**src/rtl/nibble_add_sequencer.sv**
```systemverilog
// Multi-cycle WIDTH-bit add/subtract built on one shared 4-bit nibble adder.
// Processes one nibble per clock, least significant nibble first, and pulses done when the result is ready.
module nibble_add_sequencer #(
  parameter int WIDTH = 16
) (
  input  logic             Clk,
  input  logic             Reset_n,
  input  logic             start,
  input  logic             sub,
  input  logic [WIDTH-1:0] a,
  input  logic [WIDTH-1:0] b,
  output logic [3:0]       add_a,
  output logic [3:0]       add_b,
  output logic             add_cin,
  input  logic [3:0]       add_s,
  input  logic             add_cout,
  output logic             busy,
  output logic             done,
  output logic [WIDTH-1:0] sum,
  output logic             c_out,
  output logic             overflow,
  output logic [1:0]       state_dbg
);

  localparam int NIB   = WIDTH / 4;
  localparam int IDX_W = $clog2(NIB);
  localparam logic [IDX_W-1:0] LAST = IDX_W'(NIB - 1);

  typedef enum logic [1:0] {IDLE = 2'd0, RUN = 2'd1, FIN = 2'd2} state_t;

  state_t             state;
  logic [WIDTH-1:0]   a_r;
  logic [WIDTH-1:0]   b_r;
  logic [WIDTH-1:0]   work;
  logic               carry;
  logic [IDX_W-1:0]   idx;

  // The nibble adder is only driven while a pass is in flight; it reads zeros otherwise.
  assign add_a     = (state == RUN) ? a_r[{idx, 2'b00} +: 4] : 4'h0;
  assign add_b     = (state == RUN) ? b_r[{idx, 2'b00} +: 4] : 4'h0;
  assign add_cin   = (state == RUN) ? carry : 1'b0;
  assign busy      = (state != IDLE);
  assign state_dbg = state;

  always_ff @(posedge Clk or negedge Reset_n) begin
    if (!Reset_n) begin
      state    <= IDLE;
      a_r      <= '0;
      b_r      <= '0;
      work     <= '0;
      carry    <= 1'b0;
      idx      <= '0;
      sum      <= '0;
      c_out    <= 1'b0;
      overflow <= 1'b0;
      done     <= 1'b0;
    end else begin
      done <= 1'b0;
      case (state)
        IDLE: begin
          if (start) begin
            a_r   <= a;
            b_r   <= sub ? ~b : b;
            carry <= sub;
            idx   <= '0;
            state <= RUN;
          end
        end
        RUN: begin
          work[{idx, 2'b00} +: 4] <= add_s;
          carry                   <= add_cout;
          if (idx == LAST) begin
            idx   <= '0;
            state <= FIN;
          end else begin
            idx <= idx + 1'b1;
          end
        end
        FIN: begin
          // b_r already holds ~b for subtraction, so one overflow rule covers both operations.
          sum      <= work;
          c_out    <= carry;
          overflow <= (a_r[WIDTH-1] == b_r[WIDTH-1]) && (work[WIDTH-1] != a_r[WIDTH-1]);
          done     <= 1'b1;
          state    <= IDLE;
        end
        default: state <= IDLE;
      endcase
    end
  end

endmodule
```
**config.mk**
```make
export PLATFORM = sky130hd
export DESIGN_NAME = nibble_add_sequencer
export DESIGN_NICKNAME = d
export VERILOG_FILES = /design/src/rtl/nibble_add_sequencer.sv
export SDC_FILE = /design/constraint.sdc
export NUM_CORES = 1
export LEC_CHECK = 0
export ABC_AREA = 1
export ABC_CLOCK_PERIOD_IN_PS = 2240
export CORE_MARGIN = 2
export CORE_UTILIZATION = 51
export CTS_CLUSTER_SIZE = 40
export DETAILED_ROUTE_END_ITERATION = 10
export GPL_TIMING_DRIVEN = 0
export PLACE_DENSITY = 0.79
export SLEW_MARGIN = 20
export SYNTH_ARGS = -nofsm -noshare
export SYNTH_HDL_FRONTEND = slang
export SYNTH_SLANG_ARGS = --single-unit
```
**constraint.sdc**
```tcl
create_clock -name Clk -period 2.24 [get_ports Clk]
set_input_delay 0.56 -clock Clk [delete_from_list [all_inputs] [get_ports Clk]]
set_output_delay 0.56 -clock Clk [all_outputs]
set_load 0.01 [all_outputs]
```
* Word-level counts from Yosys, hierarchy flattened
Index checks and enable logic that the tools add are counted.
** Storage, ports and cells
- Flip-flop bits (word level) :: 72
- Output and inout port bits :: 31
- Logic and storage cells :: 45
** Operators by class
- $add $sub $neg :: 2
- Equality and inequality tests :: 7
- Shift operators :: 4
- Mux-type cells :: 14
- Bitwise operators :: 1
- Reduce and logical (&&, ||, !) cells :: 7
** Operator list (count)
- $shiftx A16 B5 Y4 :: 2
- $bwmux W16 :: 1
- $mux W16 :: 1
- $not A16 Y16 :: 1
- $shift A4 B6 Y16 const A :: 1
- $shiftx A4 B6 Y16 :: 1
- $mux W2 :: 4
- $mux W4 :: 2
- $pmux W2 S2 :: 2
- $neg A4 Y6 :: 1
- $reduce_and A2 Y1 :: 3
- $eq A2 B2 Y1 const B :: 2
- $reduce_bool A2 Y1 :: 2
- $mux W1 :: 3
- $add A2 B1 Y2 const B :: 1
- $eq A2 B1 Y1 const B :: 1
- $logic_not A2 Y1 :: 1
- $ne A2 B1 Y1 const B :: 1
- $ne A2 B2 Y1 const B :: 1
- $pmux W1 S2 :: 1
- $eq A1 B1 Y1 :: 1
- $logic_and A1 B1 Y1 :: 1
- $ne A1 B1 Y1 :: 1

* Logic depth before layout (Yosys ltp)
- Depth in word-level cells :: 3
- Depth in mapped cells :: 8

* Least setup slack after synthesis
OpenSTA, ideal clock, no wires.
- Kind :: register to output
- Start :: register state[0] (netlist: state_dbg[0])
- End :: output add_a[0]
- Data arrival time :: 1.089 ns
- Setup slack :: 0.591 ns
- Stages on the path, launching flop included :: 6
- Path buffers :: 1
- Cells stage by stage :: dfrtp_1 > inv_2 > nor2_4 > inv_2 > buf_6 > a21oi_1
** On the way
- Longest elaborated chain between the ends :: 2
** RTL lines
- start, declared :: RTL line 31 : state_t state;
- start signal, assigned :: RTL line 47 : state <= IDLE;
- start signal, assigned :: RTL line 66 : state <= RUN;
- start signal, assigned :: RTL line 74 : state <= FIN;
- $eq A2 B1 Y1 :: RTL line 39 : assign add_a = (state == RUN) ? a_r[{idx, 2'b00} +: 4] : 4'h0;
- $mux W4 :: RTL line 39
- end, declared :: RTL line 12 : output logic [3:0] add_a,
No other way between the ends.

* Worst setup path in the final report
- Start :: register idx[0]
- End :: output add_b[0]
** On the way
- Longest elaborated chain between the ends :: 2
** RTL lines
- start, declared :: RTL line 36 : logic [IDX_W-1:0] idx;
- start signal, assigned :: RTL line 76 : idx <= idx + 1'b1;
- $shiftx A16 B5 Y4 :: RTL line 40 : assign add_b = (state == RUN) ? b_r[{idx, 2'b00} +: 4] : 4'h0;
- $mux W4 :: RTL line 40
- end, declared :: RTL line 13 : output logic [3:0] add_b,
No other way between the ends.

==> flow_metrics.tcl <==
set metrics [dict create \
    hpwl_um 5566 \
    syn_area_mm2 0.003503 \
    path_max_fanout 10 \
    nFillCells 549 \
    tightest_slew_ns 0.3173 \
    seqCellArea_mm2 0.001803 \
    grt.overflow.total 0 \
    cts_tree "built" \
    critPathLaunchType "flip-flop" \
    critPathCaptureType "output pin" \
    fin_ws_ns 0.02318 \
    grt_pass1_vias 3049 \
    fmaxAchievable_mhz 451.1 \
    root_buffer "clkbuf_8" \
    fin_util 0.6814 \
    min_period_ns 2.217 \
    hold_path.class "input port to asynchronous set/reset pin" \
    clk_pin_slew_ns 0.08 \
    grt_pass1_wl_um 13590 \
    final_cell_mix "176 x nand2_1, 71 x dfrtp_1, 60 x clkdlybuf4s50_1, 44 x inv_1, 23 x o21ai_0" \
    endpoint "add_b[0]" \
    regToRegSetupSlack_ns 0.55 \
    dieHeight_um 86.88 \
    ys_ff_latch 72 \
    synth_warnings 0 \
    power.leakage_nw 2.332 \
    multi_input_area_mm2 0.001389 \
    core_mm2 0.006719 \
    initial_core_util 0.5214 \
    max-cap-violations 0 \
    fin_skew_ns 0.007582 \
    syn-num-nets 468 \
    r2r_start "idx[1]$_DFFE_PN0P_" \
    drive_gt1_frac 0.1429 \
    slowest_delay_ns 0.43 \
    yosysUniqueCellTypes 21 \
    critical_path_buf_inv_count 2 \
    synth_seq_area_share 0.5143 \
    r2r_end "work[0]$_DFFE_PN0P_" \
    reg2reg_depth 8 \
    place.gp.congestion 0.8865 \
    firstDrtPassIters 4 \
    final_area_mm2 0.004578 \
    htreeDepth 3 \
    worstSetupPathType "flip-flop to output pin" \
    routed_wl_um 7818 \
    antenna_found_initial 0 \
    finalHoldViolCount 0 \
    insertion_delay_ns 0.36 \
    drc 0 \
    peakVddDrop_mv 0.6890 \
    setup-violations-final 0 \
    fin_crit_sh 0.9896 \
    slew_headroom 0.7862 \
    final_common_cell "nand2_1" \
    syn_to_final_growth_pct 30.68 \
    ant_nets 0 \
    synthCells 421 \
    io_buffer_count 70 \
    die_w_um 86.88 \
    nets 553 \
    cellPowerDensity_mw_per_mm2 1366 \
    syn_area_per_cell_um2 8.322 \
    place_area_mm2 0.004329 \
    crit_path_top_delay_cell "dfrtp_1" \
    finalPower_mw 6.253 \
    numCtsBuffers 9 \
    viasPerCell 4.958 \
    crit_cells 5 \
    cp_top_family "buffers and inverters" \
    cp_data_arrival_time_ns 1.66 \
    clockBufferDepth 2 \
    boundaryPins 72 \
    rsz0062_at_grt "true" \
    path_cells "buf_2 > nand2_1 > nand3_1 > a21oi_2 > clkdlybuf4s15_2" \
    rows 30 \
    clock_sinks 72 \
    wl_per_cell_um 13.23 \
    startpoint "idx[0]$_DFFE_PN0P_" \
    status "complete, no violations" \
    cp.required_ns 1.68 \
    place_ws_ns -0.07461 \
    n_antenna_cell 0 \
    grt_usage 0.2339 \
    grt_start_max_net_pins 59 \
    dieArea_mm2 0.007548 \
    drv_slew 0 \
    cts_hold_buf 0 \
    drt_iter0_drc 172 \
    vias 2930 \
]
worst min path at each step:
stage                        startpoint                 end  slack (ns)  depth (start not counted)
CTS                             Reset_n  sum[5]$_DFFE_PN0P_        0.05                          1
detailed placement              Reset_n   c_out$_DFFE_PN0P_        0.43                          1
global route                    Reset_n  sum[5]$_DFFE_PN0P_        0.06                          1
floorplan                       Reset_n  a_r[0]$_DFFE_PN0P_        0.26                          0
global placement    work[6]$_DFFE_PN0P_  sum[6]$_DFFE_PN0P_        0.46                          2
finish                          Reset_n  sum[5]$_DFFE_PN0P_        0.05                          1
logic make-up (layout without fill, tap and decap cells):
group | count (synthesis) | after routing | share of synthesized area
AO/OA/AOI/OAI | 47 | 47 | 0.08428
flip-flops | 72 | 72 | 0.5143
adder cells (fa/ha/maj) | 6 | 6 | 0.02143
AND/OR/NAND/NOR | 212 | 212 | 0.2496
XOR/XNOR | 16 | 16 | 0.04000
buffers and inverters | 68 | 158 | 0.09035
per-layer routing:
metal | vias up | GRT usage | wire length (µm)
met3 | 20 | 0.03412 | 289
met5 | - | 0 | 0
met1 | 1373 | 0.2805 | 3273
li1 | 1458 | - | -
met2 | 79 | 0.4046 | 4023
met4 | 0 | 0.1250 | 232
Yosys cell counts:
cell type | instances | area share
clkinv_1 | 1 | 0.0011
o21ai_0 | 23 | 0.033
inv_1 | 45 | 0.048
nand3_1 | 22 | 0.031
nand2_4 | 2 | 0.0064
clkbuf_2 | 1 | 0.0014
buf_2 | 7 | 0.010
xnor2_1 | 16 | 0.040
dfrtp_1 | 72 | 0.51
buf_4 | 3 | 0.0064
inv_4 | 1 | 0.0018
nor2_1 | 8 | 0.0086
o21ai_2 | 16 | 0.040
a21oi_1 | 8 | 0.011
inv_2 | 4 | 0.0043
ha_1 | 6 | 0.021
nor2_4 | 3 | 0.0096
nand3_4 | 1 | 0.0050
clkbuf_1 | 1 | 0.0011
buf_6 | 5 | 0.016
nand2_1 | 176 | 0.19
state kept, by name, indices dropped and copies added (netlist names):
signal and flops:
a_r 16, b_r 16, c_out 1, carry 1, done 1, idx 2, overflow 1, state_dbg 2
sum 16, work 16
stage by stage:
stage	TNS, ns	std cells	hold WS, ns
after global placement	-122.39	571	0.4579
after detailed placement	-0.5218	572	0.4327
after global routing	-0.02276	591	0.05844
final	0	591	0.04780
after floorplan	0	421	0.2644
after CTS	0	591	0.04637
power by group:
group	total, mW	switching, mW	internal (mW)
sequential	2.22	0.312	1.91
clock	1.14	0.492	0.651
combinational	2.89	1.62	1.27
final cells by class:
class / instances / area share
Clock inverter: 6 / 0.01804
Sequential cell: 72 / 0.3938
Tap cell: 80 / 0.02186
Inverter: 51 / 0.04345
Clock buffer: 10 / 0.03006
Buffer: 17 / 0.03006
Multi-Input combinational cell: 281 / 0.3034
Timing Repair Buffer: 74 / 0.1593
what timing repair did:
action,CTS,global route
endpoints found under the hold margin,0,0
gates resized for setup,20,9
setup buffers,3,0
endpoints found under the setup margin,9,6
pin swaps,1,1
Note: power is estimated with default switching activity, not from simulation.
